File: src/rtl/digit_entry_if.sv
// Button inputs and digit/cursor outputs shared by the entry controller and its user.
// The master drives the raw buttons; the slave (the controller) drives the display state.
interface digit_entry_if;
  logic        btnUp;
  logic        btnDown;
  logic        btnLeft;
  logic        btnRight;
  logic [3:0]  number;
  logic [3:0]  currLED;
  logic [15:0] digits;
  logic        update;

  modport master (
    output btnUp, btnDown, btnLeft, btnRight,
    input  number, currLED, digits, update
  );

  modport slave (
    input  btnUp, btnDown, btnLeft, btnRight,
    output number, currLED, digits, update
  );
endinterface

File: src/rtl/digit_entry_controller.sv
// Four-button digit editor: sync + debounce + press detect per button, then a cursor
// over four stored BCD digits feeding the seven-segment driver.
module digit_entry_controller #(
  parameter int debounceBits   = 20,
  parameter int debounceCycles = 1000000
) (
  input  logic          clk,
  input  logic          rst,
  digit_entry_if.slave  bus
);

  localparam logic [debounceBits-1:0] CNT_LAST = debounceBits'(debounceCycles - 1);
  localparam logic [debounceBits-1:0] CNT_ONE  = debounceBits'(1);

  // Button lane order: 0 up, 1 down, 2 right, 3 left
  localparam int B_UP    = 0;
  localparam int B_DOWN  = 1;
  localparam int B_RIGHT = 2;
  localparam int B_LEFT  = 3;

  logic [3:0]              raw;
  logic [3:0]              s1_p0;
  logic [3:0]              s2_p1;
  logic [3:0]              db_p2;
  logic [3:0]              db_prev_p2;
  logic [debounceBits-1:0] cnt_p2 [4];
  logic [3:0]              press;

  logic                    act_up;
  logic                    act_down;
  logic                    act_right;
  logic                    act_left;

  logic [3:0][3:0]         dig;
  logic [3:0]              cur_led;
  logic [3:0]              cur_num;
  logic                    upd;

  logic [3:0][3:0]         nxt_dig;
  logic [3:0]              nxt_led;
  logic [3:0]              nxt_num;
  logic                    nxt_upd;
  logic [1:0]              sel_idx;
  logic                    sel_ok;
  logic [3:0]              led_r;
  logic [3:0]              led_l;

  function automatic logic [3:0] bcd_inc(input logic [3:0] d);
    return (d >= 4'd9) ? 4'd0 : d + 4'd1;
  endfunction

  function automatic logic [3:0] bcd_dec(input logic [3:0] d);
    return (d == 4'd0 || d > 4'd9) ? 4'd9 : d - 4'd1;
  endfunction

  function automatic logic [3:0] rot_right(input logic [3:0] led);
    return {led[0], led[3:1]};
  endfunction

  function automatic logic [3:0] rot_left(input logic [3:0] led);
    return {led[2:0], led[3]};
  endfunction

  function automatic logic [1:0] led_to_idx(input logic [3:0] led);
    logic [1:0] idx;
    idx = 2'd0;
    case (led)
      4'b1000: idx = 2'd0;
      4'b0100: idx = 2'd1;
      4'b0010: idx = 2'd2;
      4'b0001: idx = 2'd3;
      default: idx = 2'd0;
    endcase
    return idx;
  endfunction

  assign raw = {bus.btnLeft, bus.btnRight, bus.btnDown, bus.btnUp};

  // Stage p0/p1: two-flop synchroniser; stage p2: debounce counter and previous level
  always_ff @(posedge clk) begin
    if (rst) begin
      s1_p0      <= '0;
      s2_p1      <= '0;
      db_p2      <= '0;
      db_prev_p2 <= '0;
      for (int i = 0; i < 4; i++) begin
        cnt_p2[i] <= '0;
      end
    end else begin
      s1_p0      <= raw;
      s2_p1      <= s1_p0;
      db_prev_p2 <= db_p2;
      for (int i = 0; i < 4; i++) begin
        if (s2_p1[i] == db_p2[i]) begin
          cnt_p2[i] <= '0;
        end else if (cnt_p2[i] == CNT_LAST) begin
          db_p2[i]  <= s2_p1[i];
          cnt_p2[i] <= '0;
        end else begin
          cnt_p2[i] <= cnt_p2[i] + CNT_ONE;
        end
      end
    end
  end

  assign press = db_p2 & ~db_prev_p2;

  // Fixed priority; losing pulses in the same cycle are simply dropped
  assign act_up    = press[B_UP];
  assign act_down  = press[B_DOWN]  & ~press[B_UP];
  assign act_right = press[B_RIGHT] & ~press[B_UP] & ~press[B_DOWN];
  assign act_left  = press[B_LEFT]  & ~press[B_UP] & ~press[B_DOWN] & ~press[B_RIGHT];

  assign sel_ok  = (cur_led == 4'b1000) || (cur_led == 4'b0100) ||
                   (cur_led == 4'b0010) || (cur_led == 4'b0001);
  assign sel_idx = led_to_idx(cur_led);
  assign led_r   = rot_right(cur_led);
  assign led_l   = rot_left(cur_led);

  always_comb begin
    nxt_dig = dig;
    nxt_led = cur_led;
    nxt_num = cur_num;
    nxt_upd = 1'b0;
    if (!sel_ok) begin
      nxt_led = 4'b1000;
      nxt_num = dig[0];
      nxt_upd = 1'b1;
    end else if (act_up) begin
      nxt_dig[sel_idx] = bcd_inc(dig[sel_idx]);
      nxt_num          = bcd_inc(dig[sel_idx]);
      nxt_upd          = 1'b1;
    end else if (act_down) begin
      nxt_dig[sel_idx] = bcd_dec(dig[sel_idx]);
      nxt_num          = bcd_dec(dig[sel_idx]);
      nxt_upd          = 1'b1;
    end else if (act_right) begin
      nxt_led = led_r;
      nxt_num = dig[led_to_idx(led_r)];
      nxt_upd = 1'b1;
    end else if (act_left) begin
      nxt_led = led_l;
      nxt_num = dig[led_to_idx(led_l)];
      nxt_upd = 1'b1;
    end
  end

  // Output stage: number always tracks the digit under the cursor after the action
  always_ff @(posedge clk) begin
    if (rst) begin
      dig     <= '0;
      cur_led <= 4'b1000;
      cur_num <= 4'd0;
      upd     <= 1'b0;
    end else begin
      dig     <= nxt_dig;
      cur_led <= nxt_led;
      cur_num <= nxt_num;
      upd     <= nxt_upd;
    end
  end

  assign bus.number  = cur_num;
  assign bus.currLED = cur_led;
  assign bus.digits  = {dig[0], dig[1], dig[2], dig[3]};
  assign bus.update  = upd;

endmodule
File: src/flat_wrapper.sv
// flat-port wrapper written by rule: the top's interface ports become plain ports
module digit_entry_controller_flat 
#(
  parameter int debounceBits   = 20,
  parameter int debounceCycles = 1000000
)
  (clk, rst, bus_btnUp, bus_btnDown, bus_btnLeft, bus_btnRight, bus_number, bus_currLED, bus_digits, bus_update);
  digit_entry_if bus_i ();
  input  logic clk;
  input  logic rst;
  input wire logic [$bits(bus_i.btnUp)-1:0] bus_btnUp;
  input wire logic [$bits(bus_i.btnDown)-1:0] bus_btnDown;
  input wire logic [$bits(bus_i.btnLeft)-1:0] bus_btnLeft;
  input wire logic [$bits(bus_i.btnRight)-1:0] bus_btnRight;
  output wire logic [$bits(bus_i.number)-1:0] bus_number;
  output wire logic [$bits(bus_i.currLED)-1:0] bus_currLED;
  output wire logic [$bits(bus_i.digits)-1:0] bus_digits;
  output wire logic [$bits(bus_i.update)-1:0] bus_update;
  assign bus_i.btnUp = bus_btnUp;
  assign bus_i.btnDown = bus_btnDown;
  assign bus_i.btnLeft = bus_btnLeft;
  assign bus_i.btnRight = bus_btnRight;
  assign bus_number = bus_i.number;
  assign bus_currLED = bus_i.currLED;
  assign bus_digits = bus_i.digits;
  assign bus_update = bus_i.update;
  digit_entry_controller #(.debounceBits(debounceBits), .debounceCycles(debounceCycles)) u_core (.clk(clk), .rst(rst), .bus(bus_i));
endmodule
File: config.mk
export PLATFORM = sky130hd
export DESIGN_NAME = digit_entry_controller_flat
export DESIGN_NICKNAME = d
export VERILOG_FILES = /design/src/rtl/digit_entry_if.sv /design/src/rtl/digit_entry_controller.sv /design/src/flat_wrapper.sv
export SDC_FILE = /design/constraint.sdc
export NUM_CORES = 1
export LEC_CHECK = 0
export CORE_AREA = 5 5 154 97
export DETAILED_ROUTE_END_ITERATION = 8
export DIE_AREA = 0 0 159 102
export PLACE_DENSITY = 0.67
export SETUP_SLACK_MARGIN = 0.4
export SYNTH_ARGS = -nofsm -noshare
export SYNTH_HDL_FRONTEND = slang
export SYNTH_SLANG_ARGS = --single-unit
File: constraint.sdc
create_clock -name clk -period 3.74 [get_ports clk]
set_clock_uncertainty 0.05 [all_clocks]
set_input_delay 0.374 -clock clk [delete_from_list [all_inputs] [get_ports clk]]
set_output_delay 0.374 -clock clk [all_outputs]
set_load 0.005 [all_outputs]
# After elaboration in Yosys (flattened, before gate mapping)

Memory sizes are Yosys's and may differ from the RTL's.
Cells that the tools add are included.
W data, S select, Z words.

Register bits: 41
Bits in latches: 0
RAM bits: 80
Memory bits (read-only): 0
Input port bits: 6
Word-level logic and storage cells: 186
Memories kept: 1

Add/sub/neg operators: 6
Multiply operators: 0
Div/mod/pow operators: 0
Magnitude comparators: 6
Equality and inequality tests: 19
Shift-type cells: 0
Muxes and demuxes: 96
Bitwise logic cells: 29
Reductions and logical operators: 15

Memory list:

| memory        | depth | bits a word | read ports | clocked after memory_dff | wr ports | RTL line                     | text |
|---|---|---|---|---|---|---|---|
| u_core.cnt_p2 | 4     | 20          | 4          | 0                        | 4        | digit_entry_controller.sv:26 | `logic [debounceBits-1:0] cnt_p2 [4];` |

Operator list:

| operator                | number |
|---|---|
| $mux W20                | 12 |
| $add A20 B1 Y20 const B | 4 |
| $eq A20 B20 Y1 const B  | 4 |
| $mux W4                 | 13 |
| $mux W1                 | 51 |
| $bwmux W16              | 2 |
| $mux W16                | 2 |
| $bmux W4 S2             | 3 |
| $mux W2                 | 9 |
| $pmux W2 S3             | 3 |
| $eq A4 B1 Y1 const B    | 3 |
| $eq A4 B2 Y1 const B    | 3 |
| $eq A4 B3 Y1 const B    | 3 |
| $or A1 B1 Y1            | 12 |
| $reduce_and A2 Y1       | 5 |
| $lt A2 B3 Y1 const B    | 3 |
| $not A1 Y1              | 9 |
| $demux W4 S2            | 1 |
| $and A1 B1 Y1           | 6 |
| $ne A5 B1 Y1 const B    | 1 |
| $add A4 B1 Y4 const B   | 1 |
| $and A4 B4 Y4           | 1 |
| $eq A1 B1 Y1            | 4 |
| $eq A4 B4 Y1 const B    | 1 |
| 11 further kinds        | 15 |

# Logic depth before layout (Yosys ltp)

Gate-level depths: netlist of run 1.

Word-level depth: 18
Mapped depth: 11
Gate-level depth less buffers: 10

# Worst setup path before layout of run 1

OpenSTA, ideal clock, no wires.

Path kind: register to register
Start: reg u_core.cur_led[2], in the netlist u_core.bus.currLED[2]
End: reg u_core.dig (netlist bit u_core.bus.digits[3])
Setup time: 72 ps
Arrival: 2942 ps
Slack: 677 ps
Cell stages (with the launch flop): 12
Cells stage by stage: dfxtp_1 -> buf_6 -> nor2b_4 -> a22o_1 -> a222oi_1 -> ha_1 -> clkbuf_1 -> nor2b_1 -> a31o_1 -> o32ai_1 -> a311o_1 -> mux2i_1

Longest elaborated chain between the ends: 10
Elaborated cells on any way between the ends: 28
Classes of those cells: 2 x add/sub; 4 x order compare; 4 x eq/ne; 11 x mux; 7 x reduce/logical

RTL lines:

| what                                             | RTL line                                                     | text |
|---|---|---|
| start, declared                                  | digit_entry_controller.sv:35                                 | `logic [3:0] cur_led;` |
| start signal, assigned                           | digit_entry_controller.sv:157                                | `cur_led <= nxt_led;` |
| $eq A4 B1 Y1, or another cell as far along       | digit_entry_controller.sv:67, digit_entry_controller.sv:115  |  |
| $pmux W2 S3                                      | digit_entry_controller.sv:67                                 | `case (led)` |
| $bmux W4 S2                                      | digit_entry_controller.sv:130, digit_entry_controller.sv:134 |  |
| $mux W4 (not written as such)                    | digit_entry_controller.sv:130, digit_entry_controller.sv:134 |  |
| $gt A4 B4 Y1 or $logic_not A4 Y1 (tied branches) | digit_entry_controller.sv:53                                 | `return (d == 4'd0 \|\| d > 4'd9) ? 4'd9 : d - 4'd1;` |
| $logic_or A1 B1 Y1                               | digit_entry_controller.sv:53                                 |  |
| $mux W4                                          | digit_entry_controller.sv:53                                 |  |
| $bwmux W16                                       | digit_entry_controller.sv:134                                | `nxt_dig[sel_idx] = bcd_dec(dig[sel_idx]);` |
| $mux W16                                         | digit_entry_controller.sv:133                                | `end else if (act_down) begin` |
| $mux W16                                         | digit_entry_controller.sv:129                                | `end else if (act_up) begin` |
| end signal, assigned                             | digit_entry_controller.sv:156                                | `dig <= nxt_dig;` |
| end, declared                                    | digit_entry_controller.sv:34                                 | `logic [3:0][3:0] dig;` |

Parallel ways exist; a longest one is shown, timed or not. The select of a mux whose other input is x is not followed.
A chain may end at the register's enable or synchronous reset.

# Final worst setup path of run 1

Start: reg u_core.cur_led[3], in the netlist u_core.bus.currLED[3]
End: reg u_core.dig (netlist bit u_core.bus.digits[0])

Same word-level chain as after synthesis.

==> results of run 1 <==
-- worst paths after layout --
path                                       endpoint  slack [ns]  cells past startpoint
hold reg to reg          u_core.s2_p1[2]$_SDFF_PP0_        0.39                      1
hold / removal           u_core.s2_p1[2]$_SDFF_PP0_        0.39                      1
setup reg to reg  u_core.bus.digits[0]$_SDFFE_PP0P_        0.59                     10
setup / recovery  u_core.bus.digits[0]$_SDFFE_PP0P_        0.59                     10
-- layout by cell type (no fill, tap or decap), types with 18 or more instances in the layout --
master	instances
nor2_1	128
edfxtp_1	80
conb_1	80
nand2_1	52
xor2_1	50
dfxtp_1	40
nand3_1	38
clkdlybuf4s50_1	30
xnor2_1	24
nor2b_1	21
mux2i_1	18
-- synthesized netlist by cell type (all sizes together), types with 2 or more instances --
library cell / instances
nor2: 128
edfxtp: 80
nand2: 52
xor2: 50
dfxtp: 41
nand3: 38
xnor2: 24
nor2b: 22
clkbuf: 21
mux2i: 18
nand4: 16
o21ai: 16
nand2b: 15
and3: 14
a21oi: 13
or3: 13
inv: 12
a211oi: 10
o22ai: 10
nor4: 8
a221oi: 7
ha: 7
buf: 6
a311oi: 5
and4: 5
nor3: 5
a21o: 3
a31oi: 3
and2: 3
nor4b: 3
a211o: 2
a22o: 2
nand3b: 2
nor3b: 2
o211ai: 2
o221ai: 2
o32a: 2
-- cell type report --
cell class                 count  area, µm²
fill                        1151       5450
multi-input combinational    596       3460
clock inverter                12        101
sequential                   121       3220
inverter                      12       45.0
timing repair buffer          40        375
clock buffer                  20        457
tap                          175        219
-- flip-flops by register name (all words and copies together), names as in the netlist --
| signal | count |
|---|---|
| u_core.bus.currLED | 4 |
| u_core.bus.digits | 16 |
| u_core.bus.number | 4 |
| u_core.bus.update | 1 |
| u_core.cnt_p2 | 80 |
| u_core.db_p2 | 4 |
| u_core.db_prev_p2 | 4 |
| u_core.s1_p0 | 4 |
| u_core.s2_p1 | 4 |
-- layer usage --
layer  GRT usage [%]  vias to the layer above
li1                -                     2576
met1            25.4                     2504
met2            28.6                      153
met3            4.51                       17
met4            5.90                        0
met5               0                        -
-- critical path: cells and delay by family, from the launching register on --
kind	cells	cell delay [ns]
and+or+nand+nor	2	0.70
buffers and inverters	1	0.14
AOI/OAI and AO/OA	6	1.40
adders and majority gates	1	0.27
DFF	1	0.49
-- cell families (layout without fill, tap and decap cells) --
family                     count (synthesis)  after routing  synth area share [%]
other                                      1             80                0.0574
buffers and inverters                     39             84                  2.43
and+or+nand+nor                          328            328                  24.5
muxes                                     18             18                  2.76
DFF                                      121            121                  49.3
adders and majority gates                  7              7                  1.34
AOI/OAI and AO/OA                         89             89                  9.76
xor gates and xnor gates                  74             74                  9.91
-- per-stage QoR --
stage | hold slack, ns | std cells | power, W | worst slack [ns]
2_1_floorplan | 0.364 | 756 | 0.00159 | 0.677
3_3_place_gp | 0.375 | 941 | 0.00162 | 0.465
3_5_place_dp | 0.380 | 941 | 0.00162 | 0.255
4_1_cts | 0.392 | 974 | 0.00317 | 0.443
5_1_grt | 0.418 | 976 | 0.00325 | 0.401
6_report | 0.386 | 976 | 0.00314 | 0.593
-- power by group --
| part | switching (W) | internal (W) | leakage [nW] |
|---|---|---|---|
| Sequential | 0.0000416 | 0.00147 | 1.16 |
| Combinational | 0.0000524 | 0.0000371 | 1.39 |
| Clock | 0.000603 | 0.000942 | 0.267 |
| Total | 0.000697 | 0.00245 | 2.82 |
-- repair_timing --
item	in CTS	in global routing
gates resized for setup	1	1
pin swaps	1	1
buffers inserted	1	2
endpoints found under the setup margin	15	16
==> results_dict.tcl, run 1 <==
set metrics [dict create \
    setup_tns_ns 0 \
    final_nets 801 \
    grt_max_degree 21 \
    cap_viol_max_count 0 \
    ys_seq_area_share_pct 49.3 \
    critPathMaxFanout 15 \
    outcome "completed" \
    vias 5250 \
    yosysTopAreaCell "edfxtp_1" \
    die_height_um 102 \
    drc 0 \
    ir_drop_v 0.000305 \
    dr.pass1.iters 5 \
    period_share_pct 84.2 \
    grtUsageTotal_pct 18.3 \
    slew_headroom_pct 39.1 \
    rows 33 \
    drv_slew 0 \
    area_delta_synth_final_pct 20.6 \
    cp_data_required_time_ns 4.01 \
    drt_iter0_markers 270 \
    n_antenna_cell 0 \
    rsz0062_at_grt "false" \
    grt_pass1_wl_mm 24.2 \
    initial_utilization_pct 49.0 \
    wire_per_inst_um 14.9 \
    synth_area_leaders "edfxtp_1, dfxtp_1, nor2_1" \
    hpwl_mm 10.5 \
    worstPathCellList "nor2_1 -> a21oi_2 -> a221oi_4 -> inv_1 -> ha_1 -> or2_2 -> a21o_1 -> o21ai_0 -> a31oi_1 -> a211oi_1" \
    postRouteWirelength_mm 14.5 \
    avgSynthCellArea_um2 9.66 \
    arrival_ns 3.42 \
    design_area_um2 7890 \
    finalWeightedCongestion 0.905 \
    synth_edf_count 80 \
    wl_met2_mm 6.45 \
    synthesis.area_um2 6540 \
    antenna_found_initial 0 \
    power_density_nw_per_um2 399 \
    drive_above_1_share_pct 5.87 \
    postCtsHoldBufs 0 \
    max_freq_mhz 318 \
    viasPerCell 5.38 \
    total_leakage_power_nw 2.82 \
    io_pins 31 \
    fp.dieW_um 159 \
    min_from "u_core.s1_p0[2]$_SDFF_PP0_" \
    clk_pin_slew_ns 0.06 \
    startpoint "u_core.bus.currLED[3]$_SDFFE_PP1P_" \
    ys_types 58 \
    crit_path_max_incr_delay_ns 0.49 \
    yosys_register_bits 121 \
    clock_latency_ns 0.41 \
    antenna_left 0 \
    hold_violations 0 \
    htreeDepth 4 \
    synthFlopType "edfxtp_1" \
    worstHoldPathType "flip-flop to flip-flop" \
    yosys.area.top_type_share_pct 36.7 \
    numCtsBuffers 17 \
    grt_pass1_vias 4938 \
    cts_tree "done" \
    worst_slew_pin_slew_ns 0.907 \
    min_period_ns 3.15 \
    coreArea_um2 13300 \
    syn_inst 677 \
    cts_sinks 121 \
    setup_viol 0 \
    root_buffer "clkbuf_16" \
    wl_met1_mm 6.97 \
    placed_area_um2 7290 \
    r2r_start "u_core.bus.currLED[3]$_SDFFE_PP1P_" \
    async_reset_ff_share_pct 0 \
    route.met3.wl_um 929 \
    yosysWarnings 0 \
    cts_buffer_depth 2 \
    dr.max_layer_used "met4" \
    io_buffers 30 \
    worst_setup_path_end_kind "flip-flop" \
    final_core_util_pct 59.1 \
    criticalPathCategory "flip-flop to flip-flop" \
    cp_slowest_cell "dfxtp_1" \
    dieArea_um2 16200 \
    critPathLaunchType "flip-flop" \
    grt_overflow 0 \
]
Note: power is estimated with default switching activity, not from simulation.
==> run 2, diff against run 1 <==
--- a/config.mk
+++ b/config.mk
@@ -8,7 +8,7 @@
 export CORE_AREA = 5 5 154 97
 export DETAILED_ROUTE_END_ITERATION = 8
 export DIE_AREA = 0 0 159 102
-export PLACE_DENSITY = 0.67
+export PLACE_DENSITY = 0.7
 export SETUP_SLACK_MARGIN = 0.4
 export SYNTH_ARGS = -nofsm -noshare
 export SYNTH_HDL_FRONTEND = slang
==> constraint.sdc (replaced) <==
create_clock -name clk -period 2.7 [get_ports clk]
set_clock_uncertainty 0.05 [all_clocks]
set_input_delay 0.27 -clock clk [delete_from_list [all_inputs] [get_ports clk]]
set_output_delay 0.27 -clock clk [all_outputs]
set_load 0.005 [all_outputs]
==> run 2 against run 1 <==
  * Sequential share of layout area down 2.1 points
  * Sequential power up 38%
  * Via count up 3.9%
  * Combinational power rose by 45%
  * Clock power grew 42%
  * Core utilization is 3.4 points higher
  * Critical path depth down 1
  * Register-to-register slack worse by 0.54 ns
  * Largest power group unchanged
==> results_dict.tcl, run 2 (synthesized netlist as in run 1, its figures left out) <==
set metrics [dict create \
    outcome "completed" \
    postRouteWirelength_mm 15.7 \
    dr.pass1.iters 5 \
    grt_pass1_wl_mm 25.5 \
    worstPathCellList "nor4b_4 -> a21oi_2 -> buf_4 -> a221oi_2 -> buf_4 -> nand4_1 -> o32ai_2 -> a311o_1 -> mux2i_1" \
    final_common_cell "nor2_1" \
    rsz0062_at_grt "true" \
    io_pins 31 \
    arrival_ns 2.86 \
    cts_buffer_depth 2 \
    worst_slew_pin_slew_ns 0.764 \
    power_density_nw_per_um2 530 \
    viasPerCell 5.42 \
    drc 0 \
    final_nets 831 \
    grt_overflow 0 \
    ir_drop_v 0.000491 \
    n_antenna_cell 0 \
    critPathLaunchType "flip-flop" \
    initial_utilization_pct 49.0 \
    critPathTopFamily "compound AO/OA/AOI/OAI gates" \
    drt_iter0_markers 576 \
    rows 33 \
    numCtsBuffers 17 \
    clock_latency_ns 0.41 \
    crit_path_max_incr_delay_ns 0.39 \
    critPathMaxFanout 4 \
    grtUsageTotal_pct 19.4 \
    max_freq_mhz 378 \
    antenna_found_initial 0 \
    worstHoldPathType "input pin to flip-flop" \
    cp.buffers_inverters 2 \
    fp.dieW_um 159 \
    largest_reg_flops 80 \
    coreArea_um2 13300 \
    finalWeightedCongestion 0.980 \
    layout_common_cells "nor2_1, edfxtp_1, conb_1, nand2_1, xor2_1" \
    criticalPathCategory "flip-flop to flip-flop" \
    drv_slew 0 \
    htreeDepth 4 \
    final_core_util_pct 62.5 \
    min_period_ns 2.65 \
    cpMostUsedCell "buf_4" \
    antenna_left 0 \
    place_ws_ns -0.0216 \
    clk_pin_slew_ns 0.05 \
    drive_above_1_share_pct 12.9 \
    postCtsHoldBufs 0 \
    root_buffer "clkbuf_16" \
    hold_violations 0 \
    period_share_pct 98.0 \
    slew_headroom_pct 48.9 \
    cts_tree "done" \
    cp_data_required_time_ns 2.91 \
    cp_slowest_cell "a221oi_2" \
    io_buffers 30 \
    vias 5456 \
    dieArea_um2 16200 \
    grt_pass1_vias 5259 \
    fin_ws_ns 0.0541 \
    cts_sinks 121 \
    die_height_um 102 \
    wire_per_inst_um 15.6 \
    hpwl_mm 10.7 \
    setup_viol 0 \
    grt_max_degree 21 \
    top_register "u_core.cnt_p2" \
    total_leakage_power_nw 3.02 \
    area_delta_synth_final_pct 27.5 \
    cap_viol_max_count 0 \
    worst_setup_path_end_kind "flip-flop" \
]
-- run 2: repair_timing --
action                                  CTS  global route
pin swaps                                17            15
endpoints found under the setup margin   20            61
setup buffers                             9             2
gates resized for setup                  22            21
-- run 2: path summary, 6_finish.rpt --
path | slack, ns | depth (start not counted) | startpoint | to
worst max-delay path | 0.05 | 9 | u_core.bus.currLED[3]$_SDFFE_PP1P_ | u_core.bus.digits[15]$_SDFFE_PP0P_
worst min-delay path | 0.36 | 2 | bus_btnRight | u_core.s1_p0[2]$_SDFF_PP0_
worst max register to register | 0.05 | 9 | u_core.bus.currLED[3]$_SDFFE_PP1P_ | u_core.bus.digits[15]$_SDFFE_PP0P_
worst min register to register | 0.39 | 1 | u_core.s1_p0[0]$_SDFF_PP0_ | u_core.s2_p1[0]$_SDFF_PP0_
-- run 2: layout make-up --
cell class / count / area (µm²)
clock inverters: 13 / 134
well taps: 175 / 219
multi-input cells: 596 / 3670
repair buffers: 70 / 608
flip-flops and latches: 121 / 3230
inverters: 12 / 45.0
clock buffers: 19 / 433
fillers: 1072 / 5000
-- run 2: stage by stage --
| stage | std cells | hold slack [ns] | power (W) | cell area, µm² | TNS (ns) |
|---|---|---|---|---|---|
| final | 1006 | 0.364 | 0.00442 | 8340 | 0 |
| after global routing | 1006 | 0.367 | 0.00457 | 8340 | -0.0468 |
| after CTS | 1004 | 0.359 | 0.00445 | 8220 | 0 |
| after detailed placement | 963 | 0.385 | 0.00225 | 7480 | -0.0393 |
| after global placement | 963 | 0.374 | 0.00224 | 7480 | 0 |
| after floorplan | 756 | 0.348 | 0.00221 | 6880 | -1.02 |
-- run 2: routing by layer --
metal / vias up / track usage [%] / wire [µm]
met4: 0 / 5.96 / 323
li1: 2638 / - / -
met5: - / 0 / 0
met2: 202 / 30.4 / 6990
met3: 43 / 6.61 / 1260
met1: 2573 / 25.8 / 7160
-- run 2: worst reg2reg max path, stage by stage, from the launching register on --
cell and delay [ns]:
dfxtp_2 0.35, nor4b_4 0.37, a21oi_2 0.12, buf_4 0.16
a221oi_2 0.39, buf_4 0.22, nand4_1 0.22, o32ai_2 0.26
a311o_1 0.25, mux2i_1 0.11
-- run 2: power breakdown --
group	leakage (nW)	internal, W	switching, W
clock	0.282	0.00142	0.000777
combinational	1.58	0.0000543	0.0000757
sequential	1.16	0.00203	0.0000578
total	3.02	0.00351	0.000910
==> run 3, diff against run 2 <==
--- a/config.mk
+++ b/config.mk
@@ -8,7 +8,7 @@
 export CORE_AREA = 5 5 154 97
 export DETAILED_ROUTE_END_ITERATION = 8
 export DIE_AREA = 0 0 159 102
-export PLACE_DENSITY = 0.7
+export PLACE_DENSITY_LB_ADDON = 0.08
 export SETUP_SLACK_MARGIN = 0.4
 export SYNTH_ARGS = -nofsm -noshare
 export SYNTH_HDL_FRONTEND = slang
==> run 3 against run 2 <==
  * Clock power increased by 5%
  * Critical path type unchanged
  * Largest cell class unchanged
  * Critical endpoint is now u_core.bus.digits[12]$_SDFFE_PP0P_
  * Largest power group unchanged
  * Sequential share of layout area decreased by 0.57 points
  * Final area increased by 1.6%
  * Power increased by 2.6%
==> results_dict.tcl, run 3 (synthesized netlist as in run 1, its figures left out) <==
set metrics [dict create \
    hpwl_mm 10.7 \
    criticalPathCategory "flip-flop to flip-flop" \
    fp.dieW_um 159 \
    min_period_ns 2.53 \
    fin_ws_ns 0.172 \
    initial_utilization_pct 49.0 \
    dr.pass1.iters 5 \
    outcome "completed" \
    r2r_start "u_core.bus.currLED[3]$_SDFFE_PP1P_" \
    numCtsBuffers 17 \
    wire_per_inst_um 15.3 \
    cp_slowest_cell "dfxtp_4" \
    wl_met2_mm 6.67 \
    worst_setup_path_end_kind "flip-flop" \
    root_buffer "clkbuf_16" \
    antenna_found_initial 0 \
    final_nets 830 \
    dr.max_layer_used "met4" \
    drc 0 \
    coreArea_um2 13300 \
    critPathLaunchType "flip-flop" \
    worst_slew_pin_slew_ns 0.848 \
    postCtsHoldBufs 0 \
    wl_met1_mm 7.47 \
    power_density_nw_per_um2 535 \
    setup_tns_ns 0 \
    top_register "u_core.cnt_p2" \
    largest_reg_flops 80 \
    hold_depth 2 \
    htreeDepth 4 \
    ir_drop_v 0.000440 \
    finalWeightedCongestion 0.912 \
    viasPerCell 5.32 \
    io_buffers 30 \
    worst-r2r-setup-slack_ns 0.17 \
    grt_pass1_wl_mm 25.2 \
    drv_slew 0 \
    cp_data_required_time_ns 2.99 \
    cts_sinks 121 \
    antenna_left 0 \
    slew_headroom_pct 43.3 \
    setup_viol 0 \
    critPathMaxFanout 4 \
    place_ws_ns -0.0856 \
    period_share_pct 93.6 \
    layout_common_cells "nor2_1, edfxtp_1, conb_1, nand2_1, xor2_1" \
    die_height_um 102 \
    min_to "u_core.s1_p0[0]$_SDFF_PP0_" \
    clk_pin_slew_ns 0.06 \
    postRouteWirelength_mm 15.4 \
    grtUsageTotal_pct 19.3 \
    grt_overflow 0 \
    arrival_ns 2.82 \
    worstHoldPathType "input pin to flip-flop" \
    design_area_um2 8470 \
    total_leakage_power_nw 3.04 \
    timing.hold.ws_ns 0.366 \
    max_freq_mhz 395 \
    dieArea_um2 16200 \
    io_pins 31 \
    fin_cells 1005 \
    final_common_cell "nor2_1" \
    area_delta_synth_final_pct 29.5 \
    cts_buffer_depth 2 \
    hold_violations 0 \
    reg2reg_to "u_core.bus.digits[12]$_SDFFE_PP0P_" \
    dpl.cell_count 962 \
    cts_tree "done" \
    reg2regPathDepth 10 \
    min_from "bus_btnUp" \
    worstPathCellList "nor4b_4 -> a21oi_2 -> a221oi_2 -> inv_2 -> ha_4 -> or2_2 -> a21o_4 -> o21ai_4 -> a31oi_4 -> a211oi_2" \
    drt_iter0_markers 400 \
    route.met3.wl_mm 1.11 \
    vias 5348 \
    n_antenna_cell 0 \
    drive_above_1_share_pct 14.8 \
    cap_viol_max_count 0 \
    clock_latency_ns 0.41 \
    rows 33 \
    grt_pass1_vias 5069 \
    placed_area_um2 7490 \
    crit_path_max_incr_delay_ns 0.36 \
    grt_max_degree 21 \
    rsz0062_at_grt "true" \
]
-- run 3: changes by cell type in the layout (fill, tap and decap cells not counted), moves of 3 or more --
cell | before | now
clkinvlp_4 | 0 | 4
buf_4 | 38 | 34
clkinv_1 | 5 | 1
inv_6 | 0 | 3
-- run 3: power by group --
part | internal, W | switching (W) | total (W)
clock network | 0.00145 | 0.000866 | 0.00232
registers | 0.00203 | 0.0000592 | 0.00209
logic | 0.0000547 | 0.0000744 | 0.000129
-- run 3: critical path, delay by kind of cell (launching register included) --
| kind | cells | cell delay [ns] |
|---|---|---|
| buf+inv | 1 | 0.11 |
| flops | 1 | 0.36 |
| simple gates | 2 | 0.62 |
| compound gates | 6 | 1.13 |
| fa+ha+maj | 1 | 0.18 |
-- run 3: layout make-up --
type                    instances  area, µm²
fillers                      1094       4870
multi-input cells             596       3750
flip-flops and latches        121       3240
repair buffers                 69        621
clock buffers                  17        425
well taps                     175        219
clock inverters                15        174
inverters                      12       45.0
-- run 3: worst max-delay path by stage --
stage	start	end	slack [ns]	depth (start not counted)
after floorplan	u_core.bus.currLED[0]$_SDFFE_PP0P_	u_core.bus.digits[3]$_SDFFE_PP0P_	-0.14	11
after global placement	u_core.bus.currLED[2]$_SDFFE_PP0P_	u_core.bus.digits[12]$_SDFFE_PP0P_	0.11	9
after detailed placement	u_core.bus.currLED[2]$_SDFFE_PP0P_	u_core.bus.digits[11]$_SDFFE_PP0P_	-0.09	9
final	u_core.bus.currLED[3]$_SDFFE_PP1P_	u_core.bus.digits[12]$_SDFFE_PP0P_	0.17	10
after CTS	u_core.bus.currLED[2]$_SDFFE_PP0P_	u_core.bus.digits[11]$_SDFFE_PP0P_	0.20	11
after global routing	u_core.bus.currLED[2]$_SDFFE_PP0P_	u_core.bus.digits[15]$_SDFFE_PP0P_	0.05	9
-- run 3: metrics by stage --
step,total power [W],utilization [%]
floorplan,0.00221,-
global route,0.00469,63.5
CTS,0.00456,62.3
detailed placement,0.00225,56.1
global placement,0.00224,56.1
finish,0.00453,63.5
-- run 3: repair_timing --
action | in CTS | in global routing
setup endpoints to repair | 52 | 94
setup buffers | 10 | 1
resized for setup | 32 | 29
pin swaps | 12 | 11
-- run 3: metal layers --
layer	up-vias	track usage, %
met4	0	5.37
met1	2526	26.7
met3	13	6.57
met2	175	29.2
li1	2634	-
met5	-	0
